==> src/rtl/fetch_pkg.sv <==
// Shared definitions for the instruction-fetch controller.
package fetch_pkg;

    localparam int unsigned ADDR_W_DEF       = 10;
    localparam int unsigned INSTR_W_DEF      = 16;
    localparam int unsigned RESET_VECTOR_DEF = 0;

    // Fetch FSM state encoding
    typedef enum logic [1:0] {
        FETCH = 2'd0,
        STALL = 2'd1,
        FLUSH = 2'd2
    } fetch_state_t;

endpackage

==> src/rtl/fetch_skid_buf.sv <==
// Two-entry output stage: the decode-facing register plus a skid register
// that catches one instruction arriving while decode is back-pressuring.
module fetch_skid_buf
    import fetch_pkg::*;
#(
    parameter int unsigned ADDR_W  = ADDR_W_DEF,
    parameter int unsigned INSTR_W = INSTR_W_DEF
) (
    input  logic               clk,
    input  logic               reset,
    input  logic               flush,
    input  logic               push,
    input  logic [INSTR_W-1:0] push_instr,
    input  logic [ADDR_W-1:0]  push_pc,
    input  logic               instr_ready,
    output logic [INSTR_W-1:0] instr,
    output logic [ADDR_W-1:0]  instr_pc,
    output logic               instr_valid,
    output logic               skid_valid
);

    logic [INSTR_W-1:0] skid_instr;
    logic [ADDR_W-1:0]  skid_pc;

    // Output/skid registers; flush wins over everything but reset, and a
    // transfer that coincides with the flush has already completed at decode.
    always_ff @(posedge clk) begin
        if (reset) begin
            instr       <= '0;
            instr_pc    <= '0;
            instr_valid <= 1'b0;
            skid_instr  <= '0;
            skid_pc     <= '0;
            skid_valid  <= 1'b0;
        end else if (flush) begin
            instr_valid <= 1'b0;
            skid_valid  <= 1'b0;
        end else if (skid_valid) begin
            // Output slot is full while skid holds data; drain skid on transfer
            if (instr_ready) begin
                instr      <= skid_instr;
                instr_pc   <= skid_pc;
                skid_valid <= 1'b0;
            end
        end else if (push) begin
            if (!instr_valid || instr_ready) begin
                instr       <= push_instr;
                instr_pc    <= push_pc;
                instr_valid <= 1'b1;
            end else begin
                skid_instr <= push_instr;
                skid_pc    <= push_pc;
                skid_valid <= 1'b1;
            end
        end else if (instr_ready) begin
            instr_valid <= 1'b0;
        end
    end

endmodule

==> src/rtl/fetch_ctrl.sv <==
// Instruction-fetch controller: drives the external PC register's next value,
// issues instruction-memory reads and hands instructions to decode.
module fetch_ctrl
    import fetch_pkg::*;
#(
    parameter int unsigned ADDR_W       = ADDR_W_DEF,
    parameter int unsigned INSTR_W      = INSTR_W_DEF,
    parameter int unsigned RESET_VECTOR = RESET_VECTOR_DEF
) (
    input  logic               clk,
    input  logic               reset,
    input  logic [ADDR_W-1:0]  pc_out,
    output logic [ADDR_W-1:0]  pc_in,
    output logic               imem_req,
    output logic [ADDR_W-1:0]  imem_addr,
    input  logic               imem_ack,
    input  logic [INSTR_W-1:0] imem_data,
    input  logic               redirect,
    input  logic [ADDR_W-1:0]  redirect_target,
    output logic [INSTR_W-1:0] instr,
    output logic [ADDR_W-1:0]  instr_pc,
    output logic               instr_valid,
    input  logic               instr_ready
);

    localparam logic [ADDR_W-1:0] RV = ADDR_W'(RESET_VECTOR);

    fetch_state_t       state;
    fetch_state_t       state_nxt;
    logic [ADDR_W-1:0]  req_addr;
    logic               push_c;
    logic               slot_free_c;
    logic               skid_valid;

    assign slot_free_c = !instr_valid || instr_ready;

    // State register
    always_ff @(posedge clk) begin
        if (reset) begin
            state <= FETCH;
        end else begin
            state <= state_nxt;
        end
    end

    // Remember the address of the read issued while fetching so a flushed
    // read keeps its address stable until memory acknowledges it.
    always_ff @(posedge clk) begin
        if (reset) begin
            req_addr <= RV;
        end else if (state == FETCH) begin
            req_addr <= pc_out;
        end
    end

    // Next-state, PC-next mux and memory request
    always_comb begin
        state_nxt = state;
        pc_in     = pc_out;
        imem_req  = 1'b0;
        imem_addr = pc_out;
        push_c    = 1'b0;

        case (state)
            FETCH: begin
                imem_req = 1'b1;
                if (imem_ack && !redirect) begin
                    push_c = 1'b1;
                    pc_in  = pc_out + ADDR_W'(1);
                    if (!slot_free_c) begin
                        state_nxt = STALL;
                    end
                end else if (!imem_ack && redirect) begin
                    // Read still outstanding: wait it out and drop its data
                    state_nxt = FLUSH;
                end
            end
            STALL: begin
                if (redirect || instr_ready || !skid_valid) begin
                    state_nxt = FETCH;
                end
            end
            FLUSH: begin
                imem_req  = 1'b1;
                imem_addr = req_addr;
                // An ack here retires the stale read even if another redirect
                // arrives, so there is nothing left to flush.
                if (imem_ack) begin
                    state_nxt = FETCH;
                end
            end
            default: begin
                state_nxt = FETCH;
            end
        endcase

        if (redirect) begin
            pc_in = redirect_target;
        end

        if (reset) begin
            state_nxt = FETCH;
            pc_in     = RV;
            imem_req  = 1'b0;
            push_c    = 1'b0;
        end
    end

    // Decode-facing output register with skid slot
    fetch_skid_buf #(
        .ADDR_W  (ADDR_W),
        .INSTR_W (INSTR_W)
    ) u_skid (
        .clk         (clk),
        .reset       (reset),
        .flush       (redirect),
        .push        (push_c),
        .push_instr  (imem_data),
        .push_pc     (pc_out),
        .instr_ready (instr_ready),
        .instr       (instr),
        .instr_pc    (instr_pc),
        .instr_valid (instr_valid),
        .skid_valid  (skid_valid)
    );

endmodule

==> config.mk <==
export PLATFORM = sky130hd
export DESIGN_NAME = fetch_ctrl
export DESIGN_NICKNAME = d
export VERILOG_FILES = /design/src/rtl/fetch_pkg.sv /design/src/rtl/fetch_skid_buf.sv /design/src/rtl/fetch_ctrl.sv
export SDC_FILE = /design/constraint.sdc
export NUM_CORES = 1
export LEC_CHECK = 0
export CORE_UTILIZATION = 51
export CTS_BUF_LIST = sky130_fd_sc_hd__clkbuf_4 sky130_fd_sc_hd__clkbuf_8
export DETAILED_ROUTE_END_ITERATION = 12
export GPL_ROUTABILITY_DRIVEN = 0
export PLACE_DENSITY = 0.82
export SLEW_MARGIN = 25
export SYNTH_ARGS = -nofsm -noshare
export SYNTH_HDL_FRONTEND = slang
export SYNTH_SLANG_ARGS = --single-unit
==> constraint.sdc <==
create_clock -name clk -period 2.52 [get_ports clk]
set_input_delay 0.378 -clock clk [delete_from_list [all_inputs] [get_ports clk]]
set_output_delay 0.378 -clock clk [all_outputs]
set_load 0.02 [all_outputs]
After elaboration in Yosys (flattened, before gate mapping)
Cells that the tools add are included.
{ "totals": {"reg_bits": 66, "latch_bits": 0, "ramBits": 0, "rom_bits": 0, "in_bits": 41, "output_inout_bits": 48, "word_cells": 70, "n_memories": 0} }
{ "classes": {"n_addsub": 1, "n_mul": 0, "div": 0, "magnitude_cmp": 0, "n_eq_ne": 8, "shift": 0, "muxes": 31, "n_bitwise": 3, "reduce_logical": 19} }
{ "op_table": {"columns": ["op", "n"], "rows": [
  ["$mux W10", 9],
  ["$mux W16", 4],
  ["$mux W1", 12],
  ["$reduce_and A4 Y1", 3],
  ["$add A10 B1 Y10 const B", 1],
  ["$mux W2", 5],
  ["$ne A2 B2 Y1 const B", 3],
  ["$pmux W2 S3", 1],
  ["$reduce_bool A2 Y1", 3],
  ["$logic_not A1 Y1", 4],
  ["$reduce_or A2 Y1", 2],
  ["$logic_or A1 B1 Y1", 3],
  ["$ne A3 B1 Y1 const B", 1],
  ["$ne A3 B3 Y1 const B", 1],
  ["$not A1 Y1", 3],
  ["$reduce_and A3 Y1", 1],
  ["$eq A2 B1 Y1 const B", 1],
  ["$eq A2 B2 Y1 const B", 1],
  ["$logic_and A1 B1 Y1", 2],
  ["$logic_not A2 Y1", 1],
  ["$ne A2 B1 Y1 const B", 1]
]} }

Longest topological paths before layout
Gate-level depths: netlist (run 1).
{ "logic_depth": {"depth_word": 7, "mapped_depth": 6, "ltp_nobuf": 4} }

Cells and area by module
Synthesis (run 1) repeated with hierarchy kept, for this count alone.
{ "hier_totals": {"cells_unflattened": 369, "area_unflattened_um2": 3518.4} }
{ "modules_own_cells": {"columns": ["module", "instances", "cells_each", "area_each_um2", "seq_area_each_um2"], "rows": [
  ["fetch_skid_buf", 1, 244, 2562.5, 1081.0],
  ["fetch_ctrl", 1, 125, 955.9, 240.2]
]} }

Worst setup path before layout (run 1)
Ideal clock, no wire load.
{ "synth_path": {"path_kind": "flip-flop to output port", "start": "register state[0]", "end": "output port pc_in[2]", "arrival_ps": 2107, "required_ps": 2142, "path_slack_ps": 35, "stages_incl_launch_ff": 5, "n_path_buf": 1, "cell_sequence": "dfxtp_1 -> buf_2 -> nor3b_1 -> a211oi_1 -> a2111oi_0"} }
{ "synth_via": {"elab_chain_len": 4} }
{ "synth_rtl": {"columns": ["element", "line_no", "source"], "rows": [
  ["start, declared", "fetch_ctrl.sv:28", "fetch_state_t state;"],
  ["start signal, assigned", "fetch_ctrl.sv:42", "state <= state_nxt;"],
  ["$logic_not A2 Y1", "fetch_ctrl.sv:64", "case (state)"],
  ["$mux W10", "fetch_ctrl.sv:64", null],
  ["$mux W10", "fetch_ctrl.sv:97", "if (redirect) begin"],
  ["$mux W10", "fetch_ctrl.sv:101", "if (reset) begin"],
  ["end, declared", "fetch_ctrl.sv:13", "output logic [ADDR_W-1:0] pc_in,"]
]} }
No other way between the ends.

Final worst setup path (run 1)
{ "layout_path": {"start": "register state[1]", "end": "output port pc_in[7]"} }
Same word-level chain as after synthesis.

==> reports/results.ini, run 1 <==
[sta]
setup-violations-final = 0
worstMarginPinSlew_ns = 0.6360
fmax_mhz = 403.8
final.setup_skew_ns = 0.006679
finalMaxSlewViolations = 0
timing.final.crit_share_pct = 98.27
shortest_clock_period_the_worst_path_allows_after_layout_ns = 2.476
rsz0062_at_grt = false
final_hold_viol_count = 0
slew_headroom_pct = 57.44

[setup_path]
crit_type = flop to output pin
crit_chain = or3b_4 > or4_1 > a311oi_1 > buf_2
cpPeakStageDelay_ns = 0.50
worst_setup_path_end_kind = output pin
cp.required_ns = 2.14
timing.reg2reg.worst_path_depth = 6
worstPathArrival_ns = 2.10
timing.critical_path.fanout_max = 5
critPathSlowestCell = or4_1
worst_setup_path_start_kind = flop

[hold_path]
min_delay_path_depth = 2
hold_path_class = input port to flop

[yosys]
synth_edf_count = 0
ys_async_sr_fraction_pct = 0
syn_area_um2 = 3615
syn-mean-instance-area_um2 = 9.151
postSynthNetCount = 437
synth_largest_area_cell = dfxtp_1
synth_area_leaders = dfxtp_1 (37%), mux2i_1 (14%), nand2b_1 (9.5%)
synth.yosys.seq_area_share_pct = 36.55
yosys_warnings = 0
ys_dominant_reg_cell = dfxtp_1
netlist-cell-type-count = 41
syn-instance-count = 395
synth_top_cell_area_share_pct = 36.55
yosys_register_bits = 66

[cells_and_area]
postLayoutCoreUtil_pct = 74.49
stdcell_count = 610
antenna-diode-count = 0
fin_nets = 551
drive_above_1_share_pct = 18.29
layout_commonest_cell = dfxtp_1
syn_to_final_growth_pct = 40.78
final_cell_mix = dfxtp_1 (65), clkdlybuf4s50_1 (58), nand2b_1 (55), mux2i_1 (52), buf_4 (44)

[drt]
wl_per_cell_um = 14.83
dr.first_iter.drc_count = 112
num_vias = 3235
drt-vias-per-instance = 5.303
drcViolationCount = 0
drt_pass1_iterations = 4
wl_um = 9044
detail-route-antenna-nets = 0

[clock_network]
cts_hold_repair.buffers = 0
cts.htree.levels = 3
clkSlewWorstSetupHoldPaths_ns = 0.08
clk_path_buf_depth = 2
cts_buffers = 9
clock-root-buffer = clkbuf_8
clock_latency_ns = 0.34
cts_num_sinks = 66
cts_tree = yes

[die]
fp.dieArea_um2 = 7429
placement_rows = 30
dieHeight_um = 86.19
floorplan.core_area_um2 = 6832
floorplan.initialDensity_pct = 52.91
ios = 89
chipWidth_um = 86.19

[job]
cap_viol_max_count = 0

[global_routing]
number_of_antenna_violations_at_the_first_check_in_global_routing = 0
grt_first_pass_wirelength_um = 14520
grt_start_max_net_pins = 63
grt_overflow = 0
grt.total_usage_pct = 24.95
vias_in_the_first_global_route = 3112

[placed_design]
place.detailed.hpwl_um = 6108
place.detailed.instances = 590
portBuffers = 88

[pwr]
vdd.ir_drop.worst_mv = 0.3708
power.total_mw = 2.578
cellPowerDensity_nw_per_um2 = 506.7
static-leakage-power_nw = 2.080

[outcome]
status = finished clean

-- final timing paths --
check	endpoint	slack (ns)	from
max	pc_in[7]	0.04	state[1]
min	req_addr[6]	0.40	reset
max reg2reg	u_skid.skid_pc[0]	0.56	state[1]
min reg2reg	req_addr[1]	0.46	req_addr[1]
-- critical path: cells and delay by family (launching register included) --
| kind | cells | cell delay (ns) |
|---|---|---|
| AO/OA/AOI/OAI | 1 | 0.28 |
| buffers and inverters | 1 | 0.21 |
| flip-flops | 1 | 0.34 |
| AND/OR/NAND/NOR | 2 | 0.93 |
-- Yosys cell counts (2+ instances only) --
cell,instances
nand4_1,3
clkbuf_1,20
nand2_1,23
dfxtp_1,66
mux2_1,21
buf_6,4
nand2b_1,55
or4_1,6
o31ai_1,5
mux2_2,15
nor4_1,2
buf_2,6
or3_1,2
mux2i_1,52
o21ai_1,2
a21oi_1,12
nand3_1,2
a311oi_1,7
a211oi_1,2
nor2b_1,28
nor3_1,3
nor2_1,39
nand3b_1,2
-- sequential cells by signal (all words and copies together), names as in the netlist --
signal and flops:
req_addr 10, state 2, u_skid.instr 16, u_skid.instr_pc 10
u_skid.instr_valid 1, u_skid.skid_instr 16, u_skid.skid_pc 10, u_skid.skid_valid 1
-- where the power goes --
part,leakage [nW],switching (mW),internal [mW],total [mW]
clock network,0.109,0.444,0.586,1.03
logic,1.43,0.222,0.240,0.461
registers,0.537,0.0157,1.07,1.09
total,2.08,0.681,1.90,2.58
-- cell type report --
cell class / count / area [µm²]
clock buffer: 10 / 137.6
sequential: 66 / 1323
multi-input combinational: 296 / 2165
tap: 96 / 120.1
clock inverter: 6 / 88.84
timing repair buffer: 134 / 1247
inverter: 2 / 7.507
fill: 520 / 1743
-- routing by layer --
metal / wire, µm / GRT usage (%)
met2: 4532 / 44.81
met4: 180 / 8.636
met5: 0 / 0
met3: 490 / 6.190
met1: 3841 / 28.85
-- cell families (layout without fill, tap and decap cells) --
group	Yosys count	count (layout)	share of synthesized area, %
simple gates	173	174	26.44
flops	66	66	36.55
fa+ha+maj	1	1	0.3461
buf+inv	34	152	4.673
mux	88	88	25.61
compound gates	32	32	6.127
xor+xnor	1	1	0.2423
-- what timing repair did --
item                                    in CTS  in global routing
resized for setup                           38                 23
endpoints found under the setup margin      10                 19
pin swaps                                    3                  2
endpoints found under the hold margin        0                  0
buffers inserted                             3                  0
gates cloned                                 1                  0
-- metrics by stage --
stage | hold WS, ns | TNS (ns) | worst slack, ns | instance area, µm²
floorplan | 0.4329 | 0 | 0.03491 | 3615
global placement | 0.4384 | -4.534 | -0.5482 | 4806
detailed placement | 0.4472 | -4.981 | -0.6245 | 4806
CTS | 0.3858 | -0.09808 | -0.09808 | 5050
global route | 0.4002 | 0 | 0.0009417 | 5089
finish | 0.4025 | 0 | 0.04356 | 5089
No activity file was read; power rests on OpenSTA's default activity.
==> run 2, diff against run 1 <==
--- a/config.mk
+++ b/config.mk
@@ -10,6 +10,7 @@
 export DETAILED_ROUTE_END_ITERATION = 12
 export GPL_ROUTABILITY_DRIVEN = 0
 export PLACE_DENSITY = 0.82
+export SETUP_SLACK_MARGIN = 0.5
 export SLEW_MARGIN = 25
 export SYNTH_ARGS = -nofsm -noshare
 export SYNTH_HDL_FRONTEND = slang
==> reports/results.ini, run 2 (synthesis gave the netlist of run 1 again) <==
[clock_network]
cts_num_sinks = 66  ; unchanged
clk_path_buf_depth = 2  ; unchanged
cts_buffers = 9  ; unchanged
clock_latency_ns = 0.35  ; was 0.34 ns
cts_tree = yes  ; unchanged
clkSlewWorstSetupHoldPaths_ns = 0.07  ; was 0.08 ns
cts_hold_repair.buffers = 0  ; unchanged
cts.htree.levels = 3  ; unchanged
clock-root-buffer = clkbuf_8  ; unchanged

[global_routing]
grt_first_pass_wirelength_um = 14900  ; was 14520 µm
grt.total_usage_pct = 25.75  ; was 24.95%
number_of_antenna_violations_at_the_first_check_in_global_routing = 0  ; unchanged
vias_in_the_first_global_route = 3231  ; was 3112
grt_start_max_net_pins = 57  ; was 63
grt_overflow = 0  ; unchanged

[hold_path]
hold_path_class = input port to flop  ; unchanged

[cells_and_area]
final_cell_mix = dfxtp_1 (64), nand2b_1 (55), clkdlybuf4s50_1 (55), mux2i_1 (52), buf_4 (45)  ; was dfxtp_1 (65), clkdlybuf4s50_1 (58), nand2b_1 (55), mux2i_1 (52), buf_4 (44)
fin_nets = 559  ; was 551
drive_above_1_share_pct = 27.39  ; was 18.29%
syn_to_final_growth_pct = 49.91  ; was 40.78%
postLayoutCellArea_um2 = 5419  ; was 5089 µm²
stdcell_count = 618  ; was 610
antenna-diode-count = 0  ; unchanged
fillers = 458  ; was 520
top_regs = u_skid.instr (16), u_skid.skid_instr (16)  ; unchanged
layout_commonest_cell = dfxtp_1  ; unchanged

[drt]
wl_um = 9625  ; was 9044 µm
wl_per_cell_um = 15.57  ; was 14.83 µm
dr.first_iter.drc_count = 105  ; was 112
detail-route-antenna-nets = 0  ; unchanged
drt-vias-per-instance = 5.343  ; was 5.303
num_vias = 3302  ; was 3235
drt_pass1_iterations = 4  ; unchanged
drcViolationCount = 0  ; unchanged

[sta]
setup-violations-final = 0  ; unchanged
shortest_clock_period_the_worst_path_allows_after_layout_ns = 2.390  ; was 2.476 ns
setup_tns_after_final_layout_ns = 0  ; unchanged
timing.final.crit_share_pct = 94.86  ; was 98.27%
final.setup_skew_ns = 0.01706  ; was 0.006679 ns
finalMaxSlewViolations = 0  ; unchanged
postLayoutSetupSlackWorst_ns = 0.1295  ; was 0.04356 ns
rsz0062_at_grt = true  ; was false
final_hold_viol_count = 0  ; unchanged
slew_headroom_pct = 56.67  ; was 57.44%
fmax_mhz = 418.3  ; was 403.8 MHz
worstMarginPinSlew_ns = 0.6475  ; was 0.6360 ns

[outcome]
status = finished clean  ; unchanged

[pwr]
internal_power_mw = 2.022  ; was 1.897 mW
cellPowerDensity_nw_per_um2 = 501.4  ; was 506.7 nW/µm²
power.combinational.fraction_pct = 19.4  ; was 17.9%
fraction_of_power_spent_switching_nets_pct = 25.60  ; was 26.41%
vdd.ir_drop.worst_mv = 0.4266  ; was 0.3708 mV
sequentialPowerShare_pct = 40.0  ; was 42.2%
pwr-share-clk_pct = 40.5  ; was 39.9%
static-leakage-power_nw = 2.102  ; was 2.080 nW
power.total_mw = 2.717  ; was 2.578 mW
p_sw_mw = 0.6957  ; was 0.6811 mW

[die]
chipWidth_um = 86.19  ; unchanged
placement_rows = 30  ; unchanged
fp.dieArea_um2 = 7429  ; unchanged
floorplan.initialDensity_pct = 52.91  ; unchanged
ios = 89  ; unchanged
floorplan.core_area_um2 = 6832  ; unchanged
dieHeight_um = 86.19  ; unchanged

[setup_path]
critical_path.n_buffers_inverters = 1  ; unchanged
cp.required_ns = 2.14  ; about the same
kind_of_cell_adding_the_most_delay_to_the_critical_path = simple AND/OR/NAND/NOR gates  ; unchanged
critPathSlowestCell = or4_4  ; was or4_1
worst_setup_path_end_kind = output pin  ; unchanged
worst_setup_path_start_kind = flop  ; unchanged
cpPeakStageDelay_ns = 0.51  ; was 0.50 ns
crit_type = flop to output pin  ; unchanged
worstPathArrival_ns = 2.01  ; was 2.10 ns
crit_chain = or3b_4 > or4_4 > a311oi_4 > buf_6  ; was or3b_4 > or4_1 > a311oi_1 > buf_2
timing.critical_path.fanout_max = 6  ; was 5

[placed_design]
setup_ws_pre_cts_ns = -0.5798  ; was -0.6245 ns
place.detailed.hpwl_um = 6225  ; was 6108 µm
portBuffers = 88  ; unchanged
placedInstanceArea_um2 = 4966  ; was 4806 µm²
place.detailed.instances = 592  ; was 590

[job]
cap_viol_max_count = 0  ; unchanged

-- run 2: layout make-up --
cell class                      count  area [µm²]  area share (%)
Clock buffer                       10       131.4           2.424
Clock inverter                      6       112.6           2.078
Inverter                            2       7.507          0.1385
Multi-Input combinational cell    295        2384           43.99
Sequential cell                    66        1324           24.43
Tap cell                           96       120.1           2.217
Timing Repair Buffer              143        1340           24.73
-- run 2: path summary, 6_finish.rpt --
check	startpoint	end	slack, ns	cells past startpoint
worst min-delay path	redirect	u_skid.instr_valid	0.44	3
worst max register to register	state[0]	u_skid.instr[4]	0.64	7
worst min register to register	req_addr[1]	req_addr[1]	0.46	2
worst max-delay path	state[0]	pc_in[8]	0.13	4
-- run 2: worst register-to-register path, stage by stage (launching register included) --
cell	delay (ns)
dfxtp_2	0.32
buf_4	0.13
buf_8	0.13
buf_4	0.13
nor4b_2	0.34
o221ai_4	0.17
buf_12	0.20
mux2_1	0.35
-- run 2: stage by stage --
step,util (%),hold slack (ns)
5_1_grt,79.32,0.4355
4_1_cts,76.74,0.4257
6_report,79.32,0.4418
3_5_place_dp,72.69,0.4445
2_1_floorplan,-,0.4329
3_3_place_gp,72.69,0.4389
-- run 2: routing by layer --
metal  routed length (µm)  vias to the layer above  track usage (%)
li1                     -                     1600                -
met4                  165                        0            9.545
met2                 4968                      112            46.97
met3                  560                       15            7.238
met1                 3931                     1575            28.38
met5                    0                        -                0
-- run 2: power groups by stage --
stage	registers [mW]	clock network (mW)	logic, mW
global placement	1.11	0	0.481
detailed placement	1.11	0	0.492
floorplan	1.13	0	0.235
global route	1.09	1.17	0.561
CTS	1.09	1.11	0.493
finish	1.09	1.10	0.528
-- run 2: repair_timing --
action,CTS,global route
pin swaps,16,8
gates cloned,1,0
resized for setup,148,46
buffers inserted,6,3
setup endpoints to repair,21,21
==> edit, RTL diff (config.mk and constraints of run 2) <==
Set the package constant `ADDR_W_DEF` to 11 (it was 10).
--- a/src/rtl/fetch_pkg.sv
+++ b/src/rtl/fetch_pkg.sv
@@ -2,5 +2,5 @@
 package fetch_pkg;
 
-    localparam int unsigned ADDR_W_DEF       = 10;
+    localparam int unsigned ADDR_W_DEF       = 11;
     localparam int unsigned INSTR_W_DEF      = 16;
     localparam int unsigned RESET_VECTOR_DEF = 0;
Ports: changed (5 resized); port bits go from 89 to 94. No check against the original RTL was run, so the function may have changed too.
==> edit against run 2 <==
- the flow now finishes with violations (negative setup slack)
- critical path type is now in2out
- via count increased by 37%
- register-to-register slack got worse by 0.31 ns
- final cell count rose by 9.5%
- cell area up 14%
- largest cell class unchanged
- critical path depth increased by 1
- hold slack better by 0.030 ns
- worst setup slack got worse by 0.16 ns
- wire length grew 71%
- synthesized area grew 3.1%
- utilization increased by 10 points
- sequential cell count grew 3
- power is 8.3% higher
==> edit: results (changes against run 2) <==
detailed router's first-iteration violation count 602 (+470%); Synth area leaders dfxtp_1 37%, mux2_2 11%, mux2i_1 7.3%, a21oi_1 5.5%, nor2b_1 5.0%; largest net degree at the start of global routing 58 (+1.8%); worst path arrival time 2.17 ns (+0.16 ns); Final Skew 0.0198 ns (+0.00270 ns); hold endpoint u_skid.skid_instr[1]$_SDFFE_PP0P_; max cap viols 0 (unchanged); hold path startpoint u_skid.skid_instr[1]$_SDFFE_PP0P_; TritonRoute pass-1 iters 6 (+2); Seq/Total Area, Yosys 0.371 (+0.00519); Global Route Usage Sum 0.331 (+0.0738); setup TNS -0.0279 ns (-0.0279 ns); FF-to-FF path depth 9 (+2); number of global-route vias before repair 3996 (+24%); Non-Filler Instances 677 (+9.5%); nets 620 (+11%); status finished, violations left; Vias/cell 6.68 (+25%); syn_nets 483 (+11%); worst setup margin -0.0279 ns (-0.157 ns); maximum vdd drop 0.000391 V (-8.3%); Yosys warning count 0 (unchanged); synth cell count leaders 69 x dfxtp_1, 42 x nor2_1, 41 x a21oi_1; hpwl dp 6890 um (+11%); final setup vio count 1 (+1); worst-margin pin slew 0.657 ns (+0.00949 ns); worst r2r dst u_skid.skid_pc[6]$_SDFFE_PP0P_; r2r setup slk 0.33 ns (-0.31 ns); first-pass GRT wire length 19300 um (+29%); wire length per cell 24.4 um (+57%); htree depth 3 (unchanged); placed inst area 5090 um2 (+2.5%); filler instances 301 (-34%); Hold Path Class reg2reg; leakage power 2.39 nW (+14%); Hold Slack 0.472 ns (+0.0299 ns); Post-synth EDFFs 0 (unchanged); share of cells above drive strength 1 0.398 (+0.124); ys flop type dfxtp_1; Place WS -0.608 ns (-0.0285 ns); failing checks negative setup slack; post-synthesis area per instance 8.49 um2 (-7.3%); Placed Instances 630 (+6.4%); PortBufs 93 (+5.7%); Worst-path clk slew 0.07 ns (about the same); hold path depth 2 (-1)
[edit: cell count changes in the layout (fill, tap and decap cells not counted), moves of 6 or more]
| cell | before | now |
|---|---|---|
| nand2b_1 | 55 | 2 |
| nand3_1 | 2 | 29 |
| mux2i_1 | 52 | 27 |
| mux2_4 | 10 | 33 |
| mux2_1 | 21 | 0 |
| a21oi_1 | 12 | 30 |
| buf_6 | 26 | 43 |
| o21ai_2 | 0 | 17 |
| a21oi_2 | 0 | 11 |
| o21ai_4 | 0 | 10 |
| buf_2 | 9 | 2 |
| clkdlybuf4s50_1 | 55 | 61 |
[edit: cell families (layout without fill, tap and decap cells)]
family                   Yosys count  after routing  share of synthesized area
AO/OA/AOI/OAI                     91             91                      0.141
multiplexers                      65             65                      0.187
adder cells (fa/ha/maj)            1              1                    0.00336
flip-flops                        69             69                      0.371
buffers and inverters             49            190                     0.0621
AND/OR/NAND/NOR                  163            164                      0.233
XOR/XNOR                           1              1                    0.00235
[edit: worst max-delay path by stage]
stage                           from   endpoint  slack (ns)
2_1_floorplan  state[1]$_SDFFE_PP0P_   pc_in[6]        0.38
3_3_place_gp                imem_ack   pc_in[5]       -0.57
3_5_place_dp                imem_ack   pc_in[5]       -0.61
4_1_cts        state[0]$_SDFFE_PP0P_   pc_in[9]      -0.009
5_1_grt                    pc_out[7]  pc_in[10]       -0.10
6_report                   pc_out[9]  pc_in[10]       -0.03
[edit: timing repair]
action | in CTS | in global routing
setup endpoints to repair | 33 | 77
pin swaps | 40 | 25
buffers inserted | 15 | 9
gates resized for setup | 243 | 70
gates cloned | 4 | 3
[edit: worst max-delay path: stages]
cell             delay [ns]
clkdlybuf4s50_1        0.70
nand4_1                0.26
or4_1                  0.54
and3_4                 0.17
buf_6                  0.12
[edit: final cells by class]
class                      count  area (um2)  share of cell area
multi-input combinational    322        2730               0.440
timing repair buffer         170        1720               0.278
sequential                    69        1390               0.224
clock buffer                  11         145              0.0234
tap                           96         120              0.0194
clock inverter                 5        82.6              0.0133
inverter                       4        15.0             0.00242
[edit: report_power, final]
group	switching, mW	total [mW]	internal [mW]
Clock	0.489	1.09	0.600
Sequential	0.0206	1.14	1.12
Combinational	0.367	0.714	0.347
[edit: metal layers]
layer	GRT usage	vias up	share of wire
li1	-	1837	-
met1	0.377	2113	0.36
met2	0.587	414	0.47
met3	0.0673	158	0.10
met4	0.164	0	0.078
met5	0	-	0
